### config.mk
export PLATFORM = sky130hd
export DESIGN_NAME = decode_stage_pipe_flat
export DESIGN_NICKNAME = d
export VERILOG_FILES = /design/src/rtl/decode_stage_pipe_if.sv /design/src/rtl/decode_stage_pipe.sv /design/src/flat_wrapper.sv
export SDC_FILE = /design/constraint.sdc
export NUM_CORES = 2
export LEC_CHECK = 0
export ABC_CLOCK_PERIOD_IN_PS = 3200
export BUFFER_PORTS_ARGS = -buffer_cell sky130_fd_sc_hd__buf_4
export CAP_MARGIN = 10
export CORE_AREA = 2 2 313 315
export CTS_BUF_LIST = sky130_fd_sc_hd__clkbuf_4 sky130_fd_sc_hd__clkbuf_8
export DETAILED_ROUTE_END_ITERATION = 7
export DIE_AREA = 0 0 315 317
export GPL_TIMING_DRIVEN = 1
export PLACE_DENSITY_LB_ADDON = 0.25
export SETUP_SLACK_MARGIN = 0.5
export SYNTH_ARGS = -nofsm -noshare
export SYNTH_HDL_FRONTEND = slang
export SYNTH_SLANG_ARGS = --single-unit
### constraint.sdc
create_clock -name clk -period 3.2 [get_ports clk]
set_input_delay 0.64 -clock clk [delete_from_list [all_inputs] [get_ports clk]]
set_output_delay 0.64 -clock clk [all_outputs]
set_load 0.1 [all_outputs]
### src/rtl/decode_stage_pipe_if.sv
// Bundle of the decode-stage signals: IF/ID and writeback inputs, the stall
// request back to fetch, and the ID/EX pipeline register contents to EX.
interface decode_stage_pipe_if #(
  parameter int XLEN   = 32,
  parameter int NREGS  = 32,
  parameter int CTRL_W = 16
);
  localparam int RW = $clog2(NREGS);

  logic              de_valid;
  logic [31:0]       de_inst;
  logic [XLEN-1:0]   de_pc;
  logic [CTRL_W-1:0] de_ctrl;
  logic              de_dmrd;
  logic              wb_we;
  logic [RW-1:0]     wb_rd;
  logic [XLEN-1:0]   wb_data;
  logic              flush;
  logic              stall_fe;
  logic              ex_valid;
  logic [XLEN-1:0]   ex_pc;
  logic [XLEN-1:0]   ex_rs1_data;
  logic [XLEN-1:0]   ex_rs2_data;
  logic [XLEN-1:0]   ex_imm;
  logic [RW-1:0]     ex_rs1;
  logic [RW-1:0]     ex_rs2;
  logic [RW-1:0]     ex_rd;
  logic [CTRL_W-1:0] ex_ctrl;
  logic              ex_dmrd;

  modport master (
    output de_valid, de_inst, de_pc, de_ctrl, de_dmrd, wb_we, wb_rd, wb_data, flush,
    input  stall_fe, ex_valid, ex_pc, ex_rs1_data, ex_rs2_data, ex_imm,
           ex_rs1, ex_rs2, ex_rd, ex_ctrl, ex_dmrd
  );

  modport slave (
    input  de_valid, de_inst, de_pc, de_ctrl, de_dmrd, wb_we, wb_rd, wb_data, flush,
    output stall_fe, ex_valid, ex_pc, ex_rs1_data, ex_rs2_data, ex_imm,
           ex_rs1, ex_rs2, ex_rd, ex_ctrl, ex_dmrd
  );
endinterface

### src/rtl/decode_stage_pipe.sv
// RISC-V decode stage with integrated ID/EX register: register file with
// write-first writeback bypass, immediate generator, load-use stall counter
// and branch flush.
module decode_stage_pipe #(
  parameter int XLEN            = 32,
  parameter int NREGS           = 32,
  parameter int CTRL_W          = 16,
  parameter int LOAD_USE_STALLS = 1
) (
  input logic               clk,
  input logic               rst_n,
  decode_stage_pipe_if.slave bus
);
  localparam int RW = $clog2(NREGS);
  localparam logic [1:0] STALL_LOAD = 2'(LOAD_USE_STALLS - 1);

  localparam logic [6:0] OP_LOAD   = 7'b0000011;
  localparam logic [6:0] OP_IMM    = 7'b0010011;
  localparam logic [6:0] OP_JALR   = 7'b1100111;
  localparam logic [6:0] OP_STORE  = 7'b0100011;
  localparam logic [6:0] OP_BRANCH = 7'b1100011;
  localparam logic [6:0] OP_LUI    = 7'b0110111;
  localparam logic [6:0] OP_AUIPC  = 7'b0010111;
  localparam logic [6:0] OP_JAL    = 7'b1101111;
  localparam logic [6:0] OP_REG    = 7'b0110011;

  // Immediate by format, sign-extended from inst[31] to XLEN.
  function automatic logic [XLEN-1:0] gen_imm(input logic [31:0] inst);
    logic signed [31:0] imm32_s;
    case (inst[6:0])
      OP_LOAD, OP_IMM, OP_JALR: imm32_s = {{20{inst[31]}}, inst[31:20]};
      OP_STORE:                 imm32_s = {{20{inst[31]}}, inst[31:25], inst[11:7]};
      OP_BRANCH:                imm32_s = {{20{inst[31]}}, inst[7], inst[30:25], inst[11:8], 1'b0};
      OP_LUI, OP_AUIPC:         imm32_s = {inst[31:12], 12'h000};
      OP_JAL:                   imm32_s = {{12{inst[31]}}, inst[19:12], inst[20], inst[30:21], 1'b0};
      default:                  imm32_s = 32'sd0;
    endcase
    return XLEN'(imm32_s);
  endfunction

  logic [XLEN-1:0]   regs_r [NREGS];
  logic [4:0]        rs1_f_s, rs2_f_s;
  logic [RW-1:0]     rs1_s, rs2_s, rd_s;
  logic [6:0]        opcode_s;
  logic [XLEN-1:0]   rs1_data_s, rs2_data_s, imm_s;
  logic              uses_rs1_s, uses_rs2_s, haz_s, stall_s;
  logic [1:0]        cnt_r;
  logic              ex_valid_r, ex_dmrd_r;
  logic [XLEN-1:0]   ex_pc_r, ex_rs1_data_r, ex_rs2_data_r, ex_imm_r;
  logic [RW-1:0]     ex_rs1_r, ex_rs2_r, ex_rd_r;
  logic [CTRL_W-1:0] ex_ctrl_r;

  assign rs1_f_s  = bus.de_inst[19:15];
  assign rs2_f_s  = bus.de_inst[24:20];
  assign rs1_s    = rs1_f_s[RW-1:0];
  assign rs2_s    = rs2_f_s[RW-1:0];
  assign rd_s     = bus.de_inst[7 +: RW];
  assign opcode_s = bus.de_inst[6:0];
  assign imm_s    = gen_imm(bus.de_inst);

  // rs1 read: out-of-range and x0 read zero, a same-cycle writeback wins.
  always_comb begin
    rs1_data_s = '0;
    if ({1'b0, rs1_f_s} >= 6'(NREGS)) begin
      rs1_data_s = '0;
    end else if (rs1_s == '0) begin
      rs1_data_s = '0;
    end else if (bus.wb_we && (bus.wb_rd == rs1_s)) begin
      rs1_data_s = bus.wb_data;
    end else begin
      rs1_data_s = regs_r[rs1_s];
    end
  end

  // rs2 read: same rules as rs1.
  always_comb begin
    rs2_data_s = '0;
    if ({1'b0, rs2_f_s} >= 6'(NREGS)) begin
      rs2_data_s = '0;
    end else if (rs2_s == '0) begin
      rs2_data_s = '0;
    end else if (bus.wb_we && (bus.wb_rd == rs2_s)) begin
      rs2_data_s = bus.wb_data;
    end else begin
      rs2_data_s = regs_r[rs2_s];
    end
  end

  // Source usage, load-use hazard and the fetch stall request.
  always_comb begin
    uses_rs1_s = !((opcode_s == OP_LUI) || (opcode_s == OP_AUIPC) || (opcode_s == OP_JAL));
    uses_rs2_s = (opcode_s == OP_REG) || (opcode_s == OP_STORE) || (opcode_s == OP_BRANCH);
    haz_s = bus.de_valid && ex_valid_r && ex_dmrd_r && (ex_rd_r != '0) &&
            ((uses_rs1_s && (ex_rd_r == rs1_s)) || (uses_rs2_s && (ex_rd_r == rs2_s)));
    stall_s = !bus.flush && (haz_s || (cnt_r != 2'd0));
  end

  // Register file: x0 is never written.
  always_ff @(posedge clk or negedge rst_n) begin
    if (!rst_n) begin
      for (int i = 0; i < NREGS; i++) begin
        regs_r[i] <= '0;
      end
    end else if (bus.wb_we && (bus.wb_rd != '0)) begin
      regs_r[bus.wb_rd] <= bus.wb_data;
    end else begin
      regs_r <= regs_r;
    end
  end

  // Remaining load-use bubbles after the first; a flush abandons them.
  always_ff @(posedge clk or negedge rst_n) begin
    if (!rst_n) begin
      cnt_r <= 2'd0;
    end else if (bus.flush) begin
      cnt_r <= 2'd0;
    end else if (cnt_r != 2'd0) begin
      cnt_r <= cnt_r - 2'd1;
    end else if (haz_s) begin
      cnt_r <= STALL_LOAD;
    end else begin
      cnt_r <= cnt_r;
    end
  end

  // ID/EX register: flush or stall inserts a bubble, otherwise capture DE.
  always_ff @(posedge clk or negedge rst_n) begin
    if (!rst_n) begin
      ex_valid_r    <= 1'b0;
      ex_pc_r       <= '0;
      ex_rs1_data_r <= '0;
      ex_rs2_data_r <= '0;
      ex_imm_r      <= '0;
      ex_rs1_r      <= '0;
      ex_rs2_r      <= '0;
      ex_rd_r       <= '0;
      ex_ctrl_r     <= '0;
      ex_dmrd_r     <= 1'b0;
    end else if (bus.flush || stall_s) begin
      ex_valid_r <= 1'b0;
      ex_ctrl_r  <= '0;
      ex_dmrd_r  <= 1'b0;
    end else begin
      ex_valid_r    <= bus.de_valid;
      ex_pc_r       <= bus.de_pc;
      ex_rs1_data_r <= rs1_data_s;
      ex_rs2_data_r <= rs2_data_s;
      ex_imm_r      <= imm_s;
      ex_rs1_r      <= rs1_s;
      ex_rs2_r      <= rs2_s;
      ex_rd_r       <= rd_s;
      ex_ctrl_r     <= bus.de_valid ? bus.de_ctrl : '0;
      ex_dmrd_r     <= bus.de_valid & bus.de_dmrd;
    end
  end

  assign bus.stall_fe    = stall_s;
  assign bus.ex_valid    = ex_valid_r;
  assign bus.ex_pc       = ex_pc_r;
  assign bus.ex_rs1_data = ex_rs1_data_r;
  assign bus.ex_rs2_data = ex_rs2_data_r;
  assign bus.ex_imm      = ex_imm_r;
  assign bus.ex_rs1      = ex_rs1_r;
  assign bus.ex_rs2      = ex_rs2_r;
  assign bus.ex_rd       = ex_rd_r;
  assign bus.ex_ctrl     = ex_ctrl_r;
  assign bus.ex_dmrd     = ex_dmrd_r;
endmodule
### src/flat_wrapper.sv
// flat-port wrapper written by rule: the top's interface ports become plain ports
module decode_stage_pipe_flat 
#(
  parameter int XLEN            = 32,
  parameter int NREGS           = 32,
  parameter int CTRL_W          = 16,
  parameter int LOAD_USE_STALLS = 1
)
  (clk, rst_n, bus_de_valid, bus_de_inst, bus_de_pc, bus_de_ctrl, bus_de_dmrd, bus_wb_we, bus_wb_rd, bus_wb_data, bus_flush, bus_stall_fe, bus_ex_valid, bus_ex_pc, bus_ex_rs1_data, bus_ex_rs2_data, bus_ex_imm, bus_ex_rs1, bus_ex_rs2, bus_ex_rd, bus_ex_ctrl, bus_ex_dmrd);
  decode_stage_pipe_if #(.XLEN(XLEN), .NREGS(NREGS), .CTRL_W(CTRL_W)) bus_i ();
  input logic clk;
  input logic rst_n;
  input wire logic [$bits(bus_i.de_valid)-1:0] bus_de_valid;
  input wire logic [$bits(bus_i.de_inst)-1:0] bus_de_inst;
  input wire logic [$bits(bus_i.de_pc)-1:0] bus_de_pc;
  input wire logic [$bits(bus_i.de_ctrl)-1:0] bus_de_ctrl;
  input wire logic [$bits(bus_i.de_dmrd)-1:0] bus_de_dmrd;
  input wire logic [$bits(bus_i.wb_we)-1:0] bus_wb_we;
  input wire logic [$bits(bus_i.wb_rd)-1:0] bus_wb_rd;
  input wire logic [$bits(bus_i.wb_data)-1:0] bus_wb_data;
  input wire logic [$bits(bus_i.flush)-1:0] bus_flush;
  output wire logic [$bits(bus_i.stall_fe)-1:0] bus_stall_fe;
  output wire logic [$bits(bus_i.ex_valid)-1:0] bus_ex_valid;
  output wire logic [$bits(bus_i.ex_pc)-1:0] bus_ex_pc;
  output wire logic [$bits(bus_i.ex_rs1_data)-1:0] bus_ex_rs1_data;
  output wire logic [$bits(bus_i.ex_rs2_data)-1:0] bus_ex_rs2_data;
  output wire logic [$bits(bus_i.ex_imm)-1:0] bus_ex_imm;
  output wire logic [$bits(bus_i.ex_rs1)-1:0] bus_ex_rs1;
  output wire logic [$bits(bus_i.ex_rs2)-1:0] bus_ex_rs2;
  output wire logic [$bits(bus_i.ex_rd)-1:0] bus_ex_rd;
  output wire logic [$bits(bus_i.ex_ctrl)-1:0] bus_ex_ctrl;
  output wire logic [$bits(bus_i.ex_dmrd)-1:0] bus_ex_dmrd;
  assign bus_i.de_valid = bus_de_valid;
  assign bus_i.de_inst = bus_de_inst;
  assign bus_i.de_pc = bus_de_pc;
  assign bus_i.de_ctrl = bus_de_ctrl;
  assign bus_i.de_dmrd = bus_de_dmrd;
  assign bus_i.wb_we = bus_wb_we;
  assign bus_i.wb_rd = bus_wb_rd;
  assign bus_i.wb_data = bus_wb_data;
  assign bus_i.flush = bus_flush;
  assign bus_stall_fe = bus_i.stall_fe;
  assign bus_ex_valid = bus_i.ex_valid;
  assign bus_ex_pc = bus_i.ex_pc;
  assign bus_ex_rs1_data = bus_i.ex_rs1_data;
  assign bus_ex_rs2_data = bus_i.ex_rs2_data;
  assign bus_ex_imm = bus_i.ex_imm;
  assign bus_ex_rs1 = bus_i.ex_rs1;
  assign bus_ex_rs2 = bus_i.ex_rs2;
  assign bus_ex_rd = bus_i.ex_rd;
  assign bus_ex_ctrl = bus_i.ex_ctrl;
  assign bus_ex_dmrd = bus_i.ex_dmrd;
  decode_stage_pipe #(.XLEN(XLEN), .NREGS(NREGS), .CTRL_W(CTRL_W), .LOAD_USE_STALLS(LOAD_USE_STALLS)) u_core (.clk(clk), .rst_n(rst_n), .bus(bus_i));
endmodule
# Yosys cells after proc, flatten, opt, wreduce, memory -nomap -nowiden
# Cells that the tools add are included.
[totals] ff_bits=1187 latchBits=0 ramBits=0 mem_bits_ro=0 input_bits=123 out_inout_bits=162 elab_cells=114 memories=0
[classes] addsub=1 multipliers=0 div_mod_pow=0 magnitude_cmp=4 eq_ne=13 shifts=0 muxes=21 bitwise_logic=4 n_reduce_logical=28
[op_table] op="$bwmux 1024" n=1
[op_table] op="$bmux 32 s5" n=2
[op_table] op="$mux 32" n=9
[op_table] op="$demux 32 s5" n=1
[op_table] op="$pmux 32 s5" n=1
[op_table] op="$mux 16" n=2
[op_table] op="$eq 7x6->1 const B" n=3
[op_table] op="$eq 7x7->1 const B" n=3
[op_table] op="$eq 5x5->1" n=4
[op_table] op="$ge 6x6->1 const B" n=3
[op_table] op="$not 5->6" n=3
[op_table] op="$eq 7x5->1 const B" n=2
[op_table] op="$logic_and 1x1->1" n=11
[op_table] op="$logic_not 5->1" n=2
[op_table] op="$reduce_bool 5->1" n=2
[op_table] op="$eq 7x2->1 const B" n=1
[op_table] op="$logic_or 1x1->1" n=7
[op_table] op="$lt 6x1->1 const B" n=1
[op_table] op="$mux 2" n=3
[op_table] op="$reduce_bool 3->1" n=1
[op_table] op="$reduce_or 3->1" n=1
[op_table] op="$logic_not 1->1" n=2
[op_table] op="$mux 1" n=2
[op_table] op="$reduce_bool 2->1" n=1
[op_table] op="3 further kinds" n=3

# Depth between registers and ports, before layout
[logic_depth] depth_word=11 mapped_depth=11

# Worst setup path after synthesis
# No wires, ideal clock.
[synth_timing] path_kind="register -> output" startpoint="register u_core.ex_rd_r[0] (netlist: u_core.bus.ex_rd[0])" endpoint="output port bus_stall_fe" arrival_time_ps=3470 required_ps=2560 slack_ps=-910 stages_incl_launch_ff=5 path_buffers=0 cell_sequence="dfrtp_1 > or4_1 > o2111ai_1 > or3_1 > a31oi_1"
[synth_via] elab_chain_len=6
[synth_lines] element="from (decl)" line_no="decode_stage_pipe.sv:50" rtl="logic [RW-1:0] ex_rs1_r, ex_rs2_r, ex_rd_r;"
[synth_lines] element="from (signal assigned)" line_no="decode_stage_pipe.sv:151" rtl="ex_rd_r <= rd_s;"
[synth_lines] element="$eq 5x5->1" line_no="decode_stage_pipe.sv:94" rtl="((uses_rs1_s && (ex_rd_r == rs1_s)) || (uses_rs2_s && (ex_rd_r == rs2_s)));"
[synth_lines] element="$logic_and 1x1->1" line_no="decode_stage_pipe.sv:94"
[synth_lines] element="$logic_or 1x1->1" line_no="decode_stage_pipe.sv:94"
[synth_lines] element="$logic_and 1x1->1 (*)" line_no="decode_stage_pipe.sv:93" rtl="haz_s = bus.de_valid && ex_valid_r && ex_dmrd_r && (ex_rd_r != '0) &&"
[synth_lines] element="$logic_or 1x1->1 (*)" line_no="decode_stage_pipe.sv:95" rtl="stall_s = !bus.flush && (haz_s || (cnt_r != 2'd0));"
[synth_lines] element="$logic_and 1x1->1 (*)" line_no="decode_stage_pipe.sv:95"
[synth_lines] element="to (decl)" line_no="flat_wrapper.sv:22" rtl="output wire logic [$bits(bus_i.stall_fe)-1:0] bus_stall_fe;"
# Mark *: on every way between the ends. The rest lies on a longest branch, timed or not.

# Worst setup path after layout
[layout_timing] startpoint="register u_core.ex_rd_r[3] (netlist: u_core.bus.ex_rd[3])" endpoint="output port bus_stall_fe"
# Same word-level chain as after synthesis.

==> results by group <==
Placed design
  – IO Port Bufs: 284
  – Final Wtd Congestion: 0.922
  – HPWL after DPL: 116,000 µm
  – Dpl cells: 5,640

Power
  – VDD IR max: 0.607 mV
  – P_leak: 31.9 nW
  – Sw Share: 30.6%
  – Flop pwr share: 44.4%
  – P_int: 31.0 mW
  – Combinational power share: 23.5%
  – Pwr dens: 630 nW/µm²
  – Clock share of power: 32.2%
  – Sw power: 13.7 mW
  – Power consumption: 44.7 mW

Global route
  – Antenna violations before repair: 11
  – Largest net degree at the start of global routing: 115
  – First-pass GRT wire length: 280,000 µm
  – GR Util met3: 11.2%
  – GR Util All Layers: 38.4%
  – Number of global-route vias before repair: 43,300
  – GRT met2 Usage: 57.6%
  – Grt total ovfl: 0
  – Met1 usage: 51.8%
  – Top Usage Layer GRT: met2

Floorplanning
  – Rows: 114
  – Initial Util: 63.5%
  – Die width: 315 µm
  – Core area: 96,300 µm²
  – I/O pins: 285
  – Overall die height: 317 µm
  – DIE AREA: 99,900 µm²

Clock network
  – Clock sink count: 1,187
  – CTS Buf Count: 192
  – Clk buf depth: 3
  – Clock Root Buffer: clkbuf_8
  – CTS tree: yes
  – Reg clk slew, reported paths: 0.06 ns
  – Clock latency on the worst-skew pair: 0.89 ns
  – H-tree depth: 4

Yosys
  – Yosys cell types: 55
  – Main synth FF type: dfrtp_1
  – Syn Std Cell Area: 61,200 µm²
  – FFs w/ async S/R, synth: 100%
  – Synth area leader: dfrtp_1
  – Most instantiated cells after synthesis: 1,187 x dfrtp_1, 954 x mux2_2, 466 x mux4_2
  – Top cell type's share of synthesized area: 48.6%
  – Sequential element share of the synthesized area: 48.6%
  – Number of flops mapped to enable cells by yosys: 0
  – Post-Syn Nets: 4,416
  – Mapped Cells: 4,293
  – Area contributors post-synth: dfrtp_1 49%, mux2_2 18%, mux4_2 17%, mux2i_1 4.3%, nand2_1 1.8%
  – Ys Warns: 0
  – Top-count cell post-synth: dfrtp_1
  – Register bit count reported by yosys: 1,187
  – Syn Area/Cell: 14.2 µm²

Critical path
  – Slowest-stage cell, CP: or4_4
  – Worst Path Max Fanout: 5
  – Crit path kind: reg2out
  – CP peak stage delay: 0.54 ns
  – Critical Path RT: 2.56 ns
  – Crit-path cells: or4_4 > o2111ai_4 > or3_4 > a31oi_4 > buf_12
  – FF-to-FF path depth: 8
  – CP arrival: 2.62 ns
  – Critical path endpoint category: primary output
  – Crit start category: flop

Route
  – DR vias/cell: 7.04
  – Detailed-route via count: 42,600
  – Wire per inst: 31.3 µm
  – DRC: 0
  – Drt initial violations: 5,287
  – Post-route ant nets: 0
  – DRT Pass-1 Iters: 6
  – Final WL: 190,000 µm

STA
  – Fin. max-slew vios: 0
  – Post-layout min period: 3.26 ns
  – Fin Setup TNS: -0.0643 ns
  – Skew final: 0.0397 ns
  – Unrepaired setup endpoints after global routing: yes
  – Worst Setup Slack, final: -0.0643 ns
  – Worst Max-Slew Pin Slew: 0.863 ns
  – Final setup viols: 1
  – Final Hold Fails: 0
  – F_max: 306 MHz
  – Slew headroom: 42.4%
  – Tcrit/Tclk final: 102%

Worst hold path
  – Hold Path Class: in2reg
  – Hold Crit Depth: 2

Outcome
  – Failing checks: setup timing
  – Status: finished with violations

Final layout
  – Final net count: 4,747
  – Share of cells above drive strength 1: 49.9%
  – Syn-to-layout area delta: 16.0%
  – Final Non-Filler Cells: 6,057
  – Post-layout util: 73.7%

Run
  – Max cap viols: 0
==> layout by cell type, fill, tap and decap left out, drive strengths merged, types with 14 or more instances in the layout <==
| cell | Yosys | layout |
|---|---|---|
| and3 | 18 | 20 |
| buf | 184 | 546 |
| dfrtp | 1187 | 1187 |
| clkinv | 0 | 26 |
| mux2i | 261 | 261 |
| nor2b | 14 | 14 |
| nand2 | 296 | 296 |
| a221o | 32 | 32 |
| a22oi | 82 | 82 |
| nor2 | 49 | 49 |
| nor3 | 37 | 37 |
| o211ai | 15 | 15 |
| mux2 | 1001 | 1001 |
| o22ai | 58 | 58 |
| dlygate4sd3 | 0 | 54 |
| mux4 | 466 | 466 |
| nand2b | 43 | 43 |
| o21ai | 69 | 69 |
| xnor2 | 20 | 20 |
| a21oi | 72 | 72 |
| clkbuf | 283 | 305 |
==> cell type report <==
cell class | instances | area (µm²)
clock buffers | 303 | 3880
flip-flops and latches | 1187 | 29700
multi-input cells | 2641 | 29800
diodes | 5 | 12.5
well taps | 1276 | 1600
clock inverters | 43 | 393
fillers | 5986 | 25300
repair buffers | 602 | 5610
==> path summary, 6_finish.rpt <==
check / from / endpoint / slack [ns]
worst max register to register: u_core.bus.ex_rd[3]$_DFFE_PN0N_ / u_core.bus.ex_rs2_data[4]$_DFFE_PN0N_ / 0.51
worst min-delay path: bus_de_dmrd / u_core.bus.ex_dmrd$_DFF_PN0_ / 0.05
worst min register to register: u_core.regs_r[1019]$_DFFE_PN0P_ / u_core.regs_r[1019]$_DFFE_PN0P_ / 0.39
min in group asynchronous: rst_n / u_core.bus.ex_pc[13]$_DFFE_PN0N_ / 0.35
max in group asynchronous: rst_n / u_core.bus.ex_rs1_data[29]$_DFFE_PN0N_ / 1.76
worst max-delay path: u_core.bus.ex_rd[3]$_DFFE_PN0N_ / bus_stall_fe / -0.06
==> power by group through the flow <==
stage	Clock, mW	Sequential, mW	Combinational [mW]
after floorplan	0	21.0	6.17
after global placement	0	19.8	10.1
after detailed placement	0	20.0	10.3
after CTS	14.5	19.7	10.4
after global routing	15.2	20.1	11.1
final	14.4	19.9	10.5
==> cells by family after synthesis <==
group	after synthesis	synth area share, %
flip-flops	1187	48.6
XOR/XNOR	20	0.286
AND/OR/NAND/NOR	508	3.77
multiplexers	1728	39.9
AO/OA/AOI/OAI	383	4.25
buffers and inverters	467	3.27
==> layer usage <==
metal,vias up,share of wire (%)
met5,-,0.041
met4,12,5.3
met3,597,12
met2,2790,45
met1,22300,37
li1,17000,-
==> repair_timing <==
| item | CTS | global route |
|---|---|---|
| pin swaps | 4 | 6 |
| cloned | 2 | 2 |
| hold buffers | 54 | 0 |
| setup endpoints to repair | 96 | 61 |
| gates resized for setup | 11 | 7 |
| setup buffers | 7 | 1 |
| hold endpoints to repair | 87 | 0 |
==> flip-flops by register name (all words and copies together) (netlist names) <==
| name | flops |
|---|---|
| u_core.regs_r | 1024 |
| u_core.bus.ex_imm | 32 |
| u_core.bus.ex_pc | 32 |
| u_core.bus.ex_rs1_data | 32 |
| u_core.bus.ex_rs2_data | 32 |
| u_core.bus.ex_ctrl | 16 |
| u_core.bus.ex_rd | 5 |
| u_core.bus.ex_rs1 | 5 |
| u_core.bus.ex_rs2 | 5 |
| u_core.cnt_r | 2 |
| u_core.bus.ex_dmrd | 1 |
| u_core.bus.ex_valid | 1 |
==> critical path: cells and delay by family, from the launching register on <==
family          cells  cell delay (ns)
simple gates        2             0.73
compound gates      2             0.32
buf+inv             1             0.19
flops               1             0.51
==> metrics by stage <==
stage	setup WS [ns]	area, µm²	hold WS, ns
6_report	-0.0643	71000	0.0517
5_1_grt	-0.126	71000	0.0253
4_1_cts	-0.106	70900	0.000563
3_5_place_dp	0.108	65900	0.384
3_3_place_gp	0.157	65900	0.376
2_1_floorplan	0.415	61400	0.344
(Power assumes the default switching activity.)
